**src/rtl/cache_axi_pkg.sv**
```systemverilog
// Shared encodings for the cache<->AXI bridge: transfer types, AXI burst constants, FSM states.
package cache_axi_pkg;

  typedef enum logic [2:0] {
    T_BYTE = 3'b000,
    T_HALF = 3'b001,
    T_WORD = 3'b010,
    T_LINE = 3'b100
  } xfer_type_e;

  localparam logic [1:0] BURST_INCR = 2'b01;
  localparam logic [2:0] SIZE_WORD  = 3'd2;
  localparam logic [7:0] LEN_LINE   = 8'd3;
  localparam logic [7:0] LEN_SINGLE = 8'd0;

  typedef enum logic [1:0] {R_IDLE, R_AR, R_DATA} rd_state_e;
  typedef enum logic [1:0] {W_IDLE, W_AW, W_DATA, W_RESP} wr_state_e;

  // A line is four word beats; everything else is one beat of its natural size.
  function automatic logic [7:0] burst_len(input logic [2:0] t);
    return (t == T_LINE) ? LEN_LINE : LEN_SINGLE;
  endfunction

  function automatic logic [2:0] burst_size(input logic [2:0] t);
    return (t == T_LINE) ? SIZE_WORD : {1'b0, t[1:0]};
  endfunction

endpackage

```
**src/rtl/cache_axi_bridge_if.sv**
```systemverilog
// Cache-side request/return signals and the AXI master channels of the bridge.
interface cache_axi_bridge_if;
  logic         rd_req, rd_rdy, ret_valid, ret_last;
  logic [2:0]   rd_type;
  logic [31:0]  rd_addr, ret_data;
  logic         wr_req, wr_rdy;
  logic [2:0]   wr_type;
  logic [31:0]  wr_addr;
  logic [3:0]   wr_wstrb;
  logic [127:0] wr_data;
  logic [3:0]   arid, awid, wid, rid, bid;
  logic [31:0]  araddr, awaddr, rdata, wdata;
  logic [7:0]   arlen, awlen;
  logic [2:0]   arsize, awsize;
  logic [1:0]   arburst, awburst, rresp, bresp;
  logic         arvalid, arready, rvalid, rready, rlast;
  logic         awvalid, awready, wvalid, wready, wlast, bvalid, bready;
  logic [3:0]   wstrb;

  modport master (
    input  rd_req, rd_type, rd_addr, wr_req, wr_type, wr_addr, wr_wstrb, wr_data,
    output rd_rdy, ret_valid, ret_last, ret_data, wr_rdy,
    output arid, araddr, arlen, arsize, arburst, arvalid, input arready,
    input  rid, rdata, rresp, rlast, rvalid, output rready,
    output awid, awaddr, awlen, awsize, awburst, awvalid, input awready,
    output wid, wdata, wstrb, wlast, wvalid, input wready,
    input  bid, bresp, bvalid, output bready
  );

  modport slave (
    output rd_req, rd_type, rd_addr, wr_req, wr_type, wr_addr, wr_wstrb, wr_data,
    input  rd_rdy, ret_valid, ret_last, ret_data, wr_rdy,
    input  arid, araddr, arlen, arsize, arburst, arvalid, output arready,
    output rid, rdata, rresp, rlast, rvalid, input rready,
    input  awid, awaddr, awlen, awsize, awburst, awvalid, output awready,
    input  wid, wdata, wstrb, wlast, wvalid, output wready,
    output bid, bresp, bvalid, input bready
  );
endinterface

```
**src/rtl/cache_axi_wr_engine.sv**
```systemverilog
// Write-back engine: buffers one dirty line (or single write) and drives AW/W/B for it.
module cache_axi_wr_engine
  import cache_axi_pkg::*;
#(
  parameter logic [3:0] WR_ID = 4'd1
) (
  input  logic         clk,
  input  logic         resetn,
  input  logic         i_wr_req,
  input  logic [2:0]   i_wr_type,
  input  logic [31:0]  i_wr_addr,
  input  logic [3:0]   i_wr_wstrb,
  input  logic [127:0] i_wr_data,
  output logic         o_wr_rdy,
  output logic         o_busy,
  output logic [27:0]  o_line_tag,
  output logic [3:0]   o_awid,
  output logic [31:0]  o_awaddr,
  output logic [7:0]   o_awlen,
  output logic [2:0]   o_awsize,
  output logic [1:0]   o_awburst,
  output logic         o_awvalid,
  input  logic         i_awready,
  output logic [3:0]   o_wid,
  output logic [31:0]  o_wdata,
  output logic [3:0]   o_wstrb,
  output logic         o_wlast,
  output logic         o_wvalid,
  input  logic         i_wready,
  input  logic         i_bvalid,
  output logic         o_bready
);

  wr_state_e    r_state, w_state_nxt;
  logic [31:0]  r_addr;
  logic [2:0]   r_type;
  logic [3:0]   r_wstrb;
  logic [127:0] r_data;
  logic [1:0]   r_cnt;

  always_ff @(posedge clk or negedge resetn) begin
    if (!resetn) begin
      r_state <= W_IDLE;
      r_cnt   <= '0;
    end else begin
      r_state <= w_state_nxt;
      if (r_state == W_AW && i_awready)
        r_cnt <= '0;
      else if (o_wvalid && i_wready)
        r_cnt <= r_cnt + 2'd1;
    end
  end

  // Payload registers only capture on acceptance, so they need no reset.
  always_ff @(posedge clk) begin
    if (i_wr_req && o_wr_rdy) begin
      r_addr  <= i_wr_addr;
      r_type  <= i_wr_type;
      r_wstrb <= i_wr_wstrb;
      r_data  <= i_wr_data;
    end
  end

  always_comb begin
    w_state_nxt = r_state;
    o_wr_rdy    = 1'b0;
    o_awvalid   = 1'b0;
    o_wvalid    = 1'b0;
    o_bready    = 1'b0;
    case (r_state)
      W_IDLE: begin
        o_wr_rdy = resetn;
        if (i_wr_req && resetn) w_state_nxt = W_AW;
      end
      W_AW: begin
        o_awvalid = 1'b1;
        if (i_awready) w_state_nxt = W_DATA;
      end
      W_DATA: begin
        o_wvalid = 1'b1;
        if (i_wready && o_wlast) w_state_nxt = W_RESP;
      end
      W_RESP: begin
        o_bready = 1'b1;
        if (i_bvalid) w_state_nxt = W_IDLE;
      end
      default: w_state_nxt = W_IDLE;
    endcase
  end

  assign o_busy     = (r_state != W_IDLE);
  assign o_line_tag = r_addr[31:4];
  assign o_awid     = WR_ID;
  assign o_awaddr   = r_addr;
  assign o_awlen    = burst_len(r_type);
  assign o_awsize   = burst_size(r_type);
  assign o_awburst  = BURST_INCR;
  assign o_wid      = WR_ID;
  assign o_wdata    = r_data[{r_cnt, 5'd0} +: 32];
  assign o_wstrb    = (r_type == T_LINE) ? 4'hF : r_wstrb;
  assign o_wlast    = (r_cnt == o_awlen[1:0]);

endmodule

```
**src/rtl/cache_axi_bridge.sv**
```systemverilog
// Cache refill/write-back responder turning cache requests into AXI bursts; read FSM and RAW guard live here.
module cache_axi_bridge
  import cache_axi_pkg::*;
#(
  parameter logic [3:0] RD_ID = 4'd0,
  parameter logic [3:0] WR_ID = 4'd1
) (
  input  logic clk,
  input  logic resetn,
  cache_axi_bridge_if.master bus
);

  rd_state_e   r_rd_state, w_rd_state_nxt;
  logic [31:0] r_rd_addr;
  logic [2:0]  r_rd_type;
  logic        w_rd_rdy, w_wr_rdy, w_wr_busy, w_hazard, w_unused;
  logic [27:0] w_wr_tag;

  cache_axi_wr_engine #(.WR_ID(WR_ID)) u_wr (
    .clk        (clk),
    .resetn     (resetn),
    .i_wr_req   (bus.wr_req),
    .i_wr_type  (bus.wr_type),
    .i_wr_addr  (bus.wr_addr),
    .i_wr_wstrb (bus.wr_wstrb),
    .i_wr_data  (bus.wr_data),
    .o_wr_rdy   (w_wr_rdy),
    .o_busy     (w_wr_busy),
    .o_line_tag (w_wr_tag),
    .o_awid     (bus.awid),
    .o_awaddr   (bus.awaddr),
    .o_awlen    (bus.awlen),
    .o_awsize   (bus.awsize),
    .o_awburst  (bus.awburst),
    .o_awvalid  (bus.awvalid),
    .i_awready  (bus.awready),
    .o_wid      (bus.wid),
    .o_wdata    (bus.wdata),
    .o_wstrb    (bus.wstrb),
    .o_wlast    (bus.wlast),
    .o_wvalid   (bus.wvalid),
    .i_wready   (bus.wready),
    .i_bvalid   (bus.bvalid),
    .o_bready   (bus.bready)
  );

  // A refill of a line that is being (or about to be) written back would return stale memory data.
  assign w_hazard = (w_wr_busy && bus.rd_addr[31:4] == w_wr_tag) ||
                    (bus.wr_req && w_wr_rdy && bus.wr_addr[31:4] == bus.rd_addr[31:4]);

  always_ff @(posedge clk or negedge resetn) begin
    if (!resetn) r_rd_state <= R_IDLE;
    else         r_rd_state <= w_rd_state_nxt;
  end

  always_ff @(posedge clk) begin
    if (bus.rd_req && w_rd_rdy) begin
      r_rd_addr <= bus.rd_addr;
      r_rd_type <= bus.rd_type;
    end
  end

  always_comb begin
    w_rd_state_nxt = r_rd_state;
    w_rd_rdy       = 1'b0;
    bus.arvalid    = 1'b0;
    bus.rready     = 1'b0;
    case (r_rd_state)
      R_IDLE: begin
        w_rd_rdy = resetn & ~w_hazard;
        if (bus.rd_req && w_rd_rdy) w_rd_state_nxt = R_AR;
      end
      R_AR: begin
        bus.arvalid = 1'b1;
        if (bus.arready) w_rd_state_nxt = R_DATA;
      end
      R_DATA: begin
        bus.rready = 1'b1;
        if (bus.rvalid && bus.rlast) w_rd_state_nxt = R_IDLE;
      end
      default: w_rd_state_nxt = R_IDLE;
    endcase
  end

  assign bus.rd_rdy    = w_rd_rdy;
  assign bus.wr_rdy    = w_wr_rdy;
  assign bus.arid      = RD_ID;
  assign bus.araddr    = r_rd_addr;
  assign bus.arlen     = burst_len(r_rd_type);
  assign bus.arsize    = burst_size(r_rd_type);
  assign bus.arburst   = BURST_INCR;
  assign bus.ret_valid = bus.rready & bus.rvalid;
  assign bus.ret_last  = bus.rready & bus.rvalid & bus.rlast;
  assign bus.ret_data  = bus.rdata;
  assign w_unused      = ^{bus.rid, bus.rresp, bus.bid, bus.bresp};

endmodule
```
**src/flat_wrapper.sv**
```systemverilog
// flat-port wrapper written by rule: the top's interface ports become plain ports
module cache_axi_bridge_flat import cache_axi_pkg::*;
#(
  parameter logic [3:0] RD_ID = 4'd0,
  parameter logic [3:0] WR_ID = 4'd1
)
  (clk, resetn, bus_rd_req, bus_rd_type, bus_rd_addr, bus_wr_req, bus_wr_type, bus_wr_addr, bus_wr_wstrb, bus_wr_data, bus_rd_rdy, bus_ret_valid, bus_ret_last, bus_ret_data, bus_wr_rdy, bus_arid, bus_araddr, bus_arlen, bus_arsize, bus_arburst, bus_arvalid, bus_arready, bus_rid, bus_rdata, bus_rresp, bus_rlast, bus_rvalid, bus_rready, bus_awid, bus_awaddr, bus_awlen, bus_awsize, bus_awburst, bus_awvalid, bus_awready, bus_wid, bus_wdata, bus_wstrb, bus_wlast, bus_wvalid, bus_wready, bus_bid, bus_bresp, bus_bvalid, bus_bready);
  cache_axi_bridge_if bus_i ();
  input  logic clk;
  input  logic resetn;
  input wire logic [$bits(bus_i.rd_req)-1:0] bus_rd_req;
  input wire logic [$bits(bus_i.rd_type)-1:0] bus_rd_type;
  input wire logic [$bits(bus_i.rd_addr)-1:0] bus_rd_addr;
  input wire logic [$bits(bus_i.wr_req)-1:0] bus_wr_req;
  input wire logic [$bits(bus_i.wr_type)-1:0] bus_wr_type;
  input wire logic [$bits(bus_i.wr_addr)-1:0] bus_wr_addr;
  input wire logic [$bits(bus_i.wr_wstrb)-1:0] bus_wr_wstrb;
  input wire logic [$bits(bus_i.wr_data)-1:0] bus_wr_data;
  output wire logic [$bits(bus_i.rd_rdy)-1:0] bus_rd_rdy;
  output wire logic [$bits(bus_i.ret_valid)-1:0] bus_ret_valid;
  output wire logic [$bits(bus_i.ret_last)-1:0] bus_ret_last;
  output wire logic [$bits(bus_i.ret_data)-1:0] bus_ret_data;
  output wire logic [$bits(bus_i.wr_rdy)-1:0] bus_wr_rdy;
  output wire logic [$bits(bus_i.arid)-1:0] bus_arid;
  output wire logic [$bits(bus_i.araddr)-1:0] bus_araddr;
  output wire logic [$bits(bus_i.arlen)-1:0] bus_arlen;
  output wire logic [$bits(bus_i.arsize)-1:0] bus_arsize;
  output wire logic [$bits(bus_i.arburst)-1:0] bus_arburst;
  output wire logic [$bits(bus_i.arvalid)-1:0] bus_arvalid;
  input wire logic [$bits(bus_i.arready)-1:0] bus_arready;
  input wire logic [$bits(bus_i.rid)-1:0] bus_rid;
  input wire logic [$bits(bus_i.rdata)-1:0] bus_rdata;
  input wire logic [$bits(bus_i.rresp)-1:0] bus_rresp;
  input wire logic [$bits(bus_i.rlast)-1:0] bus_rlast;
  input wire logic [$bits(bus_i.rvalid)-1:0] bus_rvalid;
  output wire logic [$bits(bus_i.rready)-1:0] bus_rready;
  output wire logic [$bits(bus_i.awid)-1:0] bus_awid;
  output wire logic [$bits(bus_i.awaddr)-1:0] bus_awaddr;
  output wire logic [$bits(bus_i.awlen)-1:0] bus_awlen;
  output wire logic [$bits(bus_i.awsize)-1:0] bus_awsize;
  output wire logic [$bits(bus_i.awburst)-1:0] bus_awburst;
  output wire logic [$bits(bus_i.awvalid)-1:0] bus_awvalid;
  input wire logic [$bits(bus_i.awready)-1:0] bus_awready;
  output wire logic [$bits(bus_i.wid)-1:0] bus_wid;
  output wire logic [$bits(bus_i.wdata)-1:0] bus_wdata;
  output wire logic [$bits(bus_i.wstrb)-1:0] bus_wstrb;
  output wire logic [$bits(bus_i.wlast)-1:0] bus_wlast;
  output wire logic [$bits(bus_i.wvalid)-1:0] bus_wvalid;
  input wire logic [$bits(bus_i.wready)-1:0] bus_wready;
  input wire logic [$bits(bus_i.bid)-1:0] bus_bid;
  input wire logic [$bits(bus_i.bresp)-1:0] bus_bresp;
  input wire logic [$bits(bus_i.bvalid)-1:0] bus_bvalid;
  output wire logic [$bits(bus_i.bready)-1:0] bus_bready;
  assign bus_i.rd_req = bus_rd_req;
  assign bus_i.rd_type = bus_rd_type;
  assign bus_i.rd_addr = bus_rd_addr;
  assign bus_i.wr_req = bus_wr_req;
  assign bus_i.wr_type = bus_wr_type;
  assign bus_i.wr_addr = bus_wr_addr;
  assign bus_i.wr_wstrb = bus_wr_wstrb;
  assign bus_i.wr_data = bus_wr_data;
  assign bus_rd_rdy = bus_i.rd_rdy;
  assign bus_ret_valid = bus_i.ret_valid;
  assign bus_ret_last = bus_i.ret_last;
  assign bus_ret_data = bus_i.ret_data;
  assign bus_wr_rdy = bus_i.wr_rdy;
  assign bus_arid = bus_i.arid;
  assign bus_araddr = bus_i.araddr;
  assign bus_arlen = bus_i.arlen;
  assign bus_arsize = bus_i.arsize;
  assign bus_arburst = bus_i.arburst;
  assign bus_arvalid = bus_i.arvalid;
  assign bus_i.arready = bus_arready;
  assign bus_i.rid = bus_rid;
  assign bus_i.rdata = bus_rdata;
  assign bus_i.rresp = bus_rresp;
  assign bus_i.rlast = bus_rlast;
  assign bus_i.rvalid = bus_rvalid;
  assign bus_rready = bus_i.rready;
  assign bus_awid = bus_i.awid;
  assign bus_awaddr = bus_i.awaddr;
  assign bus_awlen = bus_i.awlen;
  assign bus_awsize = bus_i.awsize;
  assign bus_awburst = bus_i.awburst;
  assign bus_awvalid = bus_i.awvalid;
  assign bus_i.awready = bus_awready;
  assign bus_wid = bus_i.wid;
  assign bus_wdata = bus_i.wdata;
  assign bus_wstrb = bus_i.wstrb;
  assign bus_wlast = bus_i.wlast;
  assign bus_wvalid = bus_i.wvalid;
  assign bus_i.wready = bus_wready;
  assign bus_i.bid = bus_bid;
  assign bus_i.bresp = bus_bresp;
  assign bus_i.bvalid = bus_bvalid;
  assign bus_bready = bus_i.bready;
  cache_axi_bridge #(.RD_ID(RD_ID), .WR_ID(WR_ID)) u_core (.clk(clk), .resetn(resetn), .bus(bus_i));
endmodule
```
**config.mk**
```make
export PLATFORM = sky130hd
export DESIGN_NAME = cache_axi_bridge_flat
export DESIGN_NICKNAME = d
export VERILOG_FILES = /design/src/rtl/cache_axi_pkg.sv /design/src/rtl/cache_axi_bridge_if.sv /design/src/rtl/cache_axi_wr_engine.sv /design/src/rtl/cache_axi_bridge.sv /design/src/flat_wrapper.sv
export SDC_FILE = /design/constraint.sdc
export NUM_CORES = 1
export LEC_CHECK = 0
export CORE_AREA = 2 2 172 174
export CTS_CLUSTER_SIZE = 20
export DETAILED_ROUTE_END_ITERATION = 10
export DIE_AREA = 0 0 174 176
export HOLD_SLACK_MARGIN = 0.15
export PLACE_DENSITY_LB_ADDON = 0.08
export SYNTH_ARGS = -nofsm -noshare
export SYNTH_HDL_FRONTEND = slang
export SYNTH_SLANG_ARGS = --single-unit
```
**constraint.sdc**
```tcl
create_clock -name clk -period 8.2 [get_ports clk]
set_clock_uncertainty 0.2 [all_clocks]
set_input_delay 0.82 -clock clk [delete_from_list [all_inputs] [get_ports clk]]
set_output_delay 0.82 -clock clk [all_outputs]
set_load 0.005 [all_outputs]
```
==> impl_metrics.sql <==
INSERT INTO impl_metrics (metric_group, metric, value, unit) VALUES
('power', 'clock_power_share', '32.7', '%'),
('power', 'cell_internal_pwr', '2.37', 'mW'),
('run_status', 'status', 'finished clean', ''),
('final_layout', 'multi_input_area', '1780', 'µm²'),
('clock_tree', 'numCtsBuffers', '25', ''),
('floorplanning', 'fp.dieH', '176', 'µm'),
('final_layout', 'seq_area', '6220', 'µm²'),
('sta', 'final_hold_viol_count', '0', ''),
('sta', 'tns', '0', 'ns'),
('floorplanning', 'initial_core_utilization', '29.5', '%'),
('global_route', 'grt_start_max_net_pins', '62', ''),
('power', 'powerDensity', '250', 'nW/µm²'),
('floorplanning', 'die_w', '174', 'µm'),
('min_path', 'min-delay-path-class', 'reg2reg', ''),
('synth', 'syn_avg_cell_area', '19.1', 'µm²'),
('final_layout', 'antenna_cells', '0', ''),
('final_layout', 'utilization_after_layout', '44.1', '%'),
('sta', 'finalMaxSlewViolations', '0', ''),
('final_layout', 'fin_nets', '1016', ''),
('setup_path', 'cp_data_required_time', '7.18', 'ns'),
('routing', 'detail_route.drc_violations', '0', ''),
('place', 'detailed_place_hpwl', '17.6', 'mm'),
('setup_path', 'critical_path.top_delay_family', 'simple AND/OR/NAND/NOR gates', ''),
('floorplanning', 'boundaryPins', '436', ''),
('clock_tree', 'clock_tree.root_cell', 'sky130_fd_sc_hd__clkbuf_16', ''),
('power', 'power_leakage', '4.27', 'nW'),
('power', 'power_switching_share', '24.5', '%'),
('routing', 'final_antenna_net_count', '0', ''),
('synth', 'postSynthRegisterBits', '208', ''),
('floorplanning', 'rows', '62', ''),
('global_route', 'grt_first_pass_wirelength', '34.7', 'mm'),
('routing', 'num_vias', '4955', ''),
('sta', 'setup-violations-final', '0', ''),
('setup_path', 'worstSetupEndpointType', 'output port', ''),
('power', 'peakVddDrop', '0.152', 'mV'),
('run', 'drv.max_cap_violation_count', '0', ''),
('setup_path', 'cp_num_buf_inv', '2', ''),
('sta', 'setup_repair_after_global_routing_missed_its_margin', 'false', ''),
('clock_tree', 'clock_insertion_delay_worst_skew', '0.51', 'ns'),
('routing', 'route.final.wire_length', '23.8', 'mm'),
('final_layout', 'ratio_of_cells_with_drive_above_1_in_the_final_layout', '9.99', '%'),
('routing', 'drt-pass1-iter-count', '4', ''),
('sta', 'fmax', '208', 'MHz'),
('setup_path', 'critPathKind', 'in2out', ''),
('sta', 'final_min_period_over_clock_period', '58.7', '%'),
('routing', 'first_iter_violations', '242', ''),
('sta', 'finalCriticalPeriod', '4.81', 'ns'),
('global_route', 'globalRouteTotalUtil', '15.2', '%'),
('power', 'share_seq_of_total_power', '43.6', '%'),
('clock_tree', 'clk_transition_reported_paths', '0.06', 'ns'),
('clock_tree', 'tritoncts', 'done', ''),
('clock_tree', 'cts.htree.levels', '1', ''),
('synth', 'synth_flop_cell', 'sky130_fd_sc_hd__edfxtp_1', ''),
('routing', 'routedWlPerCell', '20.6', 'µm'),
('synth', 'synthesis.instances', '442', ''),
('sta', 'worst-slew-pin-transition', '1.12', 'ns'),
('setup_path', 'crit_path_launch', 'resetn', ''),
('synth', 'seq_area_frac_synth', '73.7', '%'),
('setup_path', 'regToRegEndpoint', 'u_core.bus.araddr[18]', ''),
('setup_path', 'path_max_fanout', '56', ''),
('clock_tree', 'cts_setup_buffers', '0', ''),
('floorplanning', 'area_of_the_die', '30600', 'µm²'),
('routing', 'via_per_inst', '4.29', ''),
('setup_path', 'critical_path_stages', '6', ''),
('setup_path', 'r2r_start', 'u_core.u_wr.r_state[0]', ''),
('final_layout', 'fillCellCount', '2579', ''),
('global_route', 'grt_antenna_before_repair', '0', ''),
('floorplanning', 'coreArea', '28500', 'µm²'),
('setup_path', 'critPathArrivalTime', '3.79', 'ns'),
('setup_path', 'ff2ff_path_depth', '6', ''),
('synth', 'netlist_area', '8440', 'µm²');
worst reg2reg max path, delay by kind of cell, from the launching register on:
family,cells,cell delay (ns)
buffers and inverters,1,0.12
adders and majority gates,1,0.23
and+or+nand+nor,4,1.80
DFF,1,0.41
sequential cells by signal (all words and copies together) (netlist names):
register / flops
u_core.bus.araddr: 32
u_core.u_wr.r_type: 3
u_core.u_wr.r_state: 2
u_core.u_wr.r_wstrb: 4
u_core.u_wr.o_awaddr: 32
u_core.r_rd_state: 2
u_core.u_wr.r_cnt: 2
u_core.u_wr.r_data: 128
u_core.r_rd_type: 3
worst min path at each step:
stage,start,endpoint,slack (ns)
final,u_core.u_wr.r_state[1],u_core.u_wr.r_state[1],0.35
after global routing,u_core.u_wr.r_state[1],u_core.u_wr.r_state[1],0.38
after CTS,u_core.u_wr.r_state[1],u_core.u_wr.r_state[1],0.36
after detailed placement,u_core.u_wr.r_state[1],u_core.u_wr.r_state[1],0.34
after global placement,u_core.u_wr.r_state[1],u_core.u_wr.r_state[1],0.33
after floorplan,u_core.u_wr.r_state[1],u_core.u_wr.r_state[1],0.31
area by class of cell:
| type | count | share of cell area [%] |
|---|---|---|
| tap | 384 | 3.82 |
| inverter | 6 | 0.179 |
| multi-input combinational | 182 | 14.2 |
| clock inverter | 5 | 0.408 |
| clock buffer | 38 | 5.60 |
| sequential | 208 | 49.4 |
| timing repair buffer | 332 | 26.4 |
cell usage in the layout, fill, tap and decap left out, types with 3 or more instances in the layout:
master                            instances
sky130_fd_sc_hd__buf_4                    3
sky130_fd_sc_hd__clkbuf_1                10
sky130_fd_sc_hd__clkbuf_16               25
sky130_fd_sc_hd__clkbuf_8                 3
sky130_fd_sc_hd__clkdlybuf4s50_1        329
sky130_fd_sc_hd__conb_1                  30
sky130_fd_sc_hd__dfrtp_1                  4
sky130_fd_sc_hd__edfxtp_1               202
sky130_fd_sc_hd__ha_1                     5
sky130_fd_sc_hd__inv_1                    6
sky130_fd_sc_hd__mux4_2                  32
sky130_fd_sc_hd__nand2_1                  6
sky130_fd_sc_hd__nand4_1                  5
sky130_fd_sc_hd__nor2_1                   5
sky130_fd_sc_hd__nor4_1                  11
sky130_fd_sc_hd__or2_2                    4
sky130_fd_sc_hd__xnor2_1                  5
sky130_fd_sc_hd__xor2_1                  53
logic make-up after synthesis:
group / count (synthesis) / synth area share, %
DFF: 208 / 73.7
buffers and inverters: 80 / 6.56
xor gates and xnor gates: 58 / 6.02
and+or+nand+nor: 45 / 3.17
muxes: 34 / 8.80
AOI/OAI and AO/OA: 10 / 0.935
adders and majority gates: 5 / 0.742
other: 2 / 0.0890
power groups by stage:
stage / registers (mW) / clock network [mW] / logic [mW]
4_1_cts: 1.38 / 1.07 / 0.768
5_1_grt: 1.39 / 1.11 / 0.808
3_5_place_dp: 1.40 / 0 / 0.764
3_3_place_gp: 1.39 / 0 / 0.752
6_report: 1.37 / 1.03 / 0.747
2_1_floorplan: 1.37 / 0 / 0.361
metrics by stage:
step / setup WS [ns] / hold WS (ns) / power (mW) / instances / area (µm²)
floorplan: 1.58 / 0.312 / 1.73 / 470 / 8540
global route: 3.10 / 0.384 / 3.30 / 1155 / 12600
detailed placement: 3.31 / 0.342 / 2.16 / 1112 / 11800
finish: 3.39 / 0.352 / 3.15 / 1155 / 12600
global placement: 3.39 / 0.328 / 2.14 / 1112 / 11800
CTS: 3.29 / 0.356 / 3.21 / 1155 / 12600
cell usage after synthesis (2+ instances only):
cell,n,area [µm²]
sky130_fd_sc_hd__edfxtp_1,202,6070
sky130_fd_sc_hd__buf_4,64,480
sky130_fd_sc_hd__xor2_1,53,464
sky130_fd_sc_hd__mux4_2,32,721
sky130_fd_sc_hd__nor4_1,11,68.8
sky130_fd_sc_hd__dfrtp_1,6,150
sky130_fd_sc_hd__inv_1,6,22.5
sky130_fd_sc_hd__nand2_1,6,22.5
sky130_fd_sc_hd__nor2_1,6,22.5
sky130_fd_sc_hd__ha_1,5,62.6
sky130_fd_sc_hd__nand4_1,5,31.3
sky130_fd_sc_hd__xnor2_1,5,43.8
sky130_fd_sc_hd__buf_2,4,20.0
sky130_fd_sc_hd__or2_2,4,25.0
sky130_fd_sc_hd__clkbuf_1,3,11.3
sky130_fd_sc_hd__a21oi_1,2,10.0
sky130_fd_sc_hd__and2_1,2,12.5
sky130_fd_sc_hd__and3_1,2,12.5
sky130_fd_sc_hd__buf_1,2,7.51
sky130_fd_sc_hd__conb_1,2,7.51
sky130_fd_sc_hd__nand2b_1,2,12.5
sky130_fd_sc_hd__nor2b_1,2,12.5
routing by layer:
metal	up-vias	global-route usage (%)	share of wire (%)
met5	-	0	0
met4	0	5.11	3.6
met3	56	5.60	9.5
met2	239	28.0	53
met1	2426	16.0	34
li1	2234	-	-
Note: power is estimated with default switching activity, not from simulation.
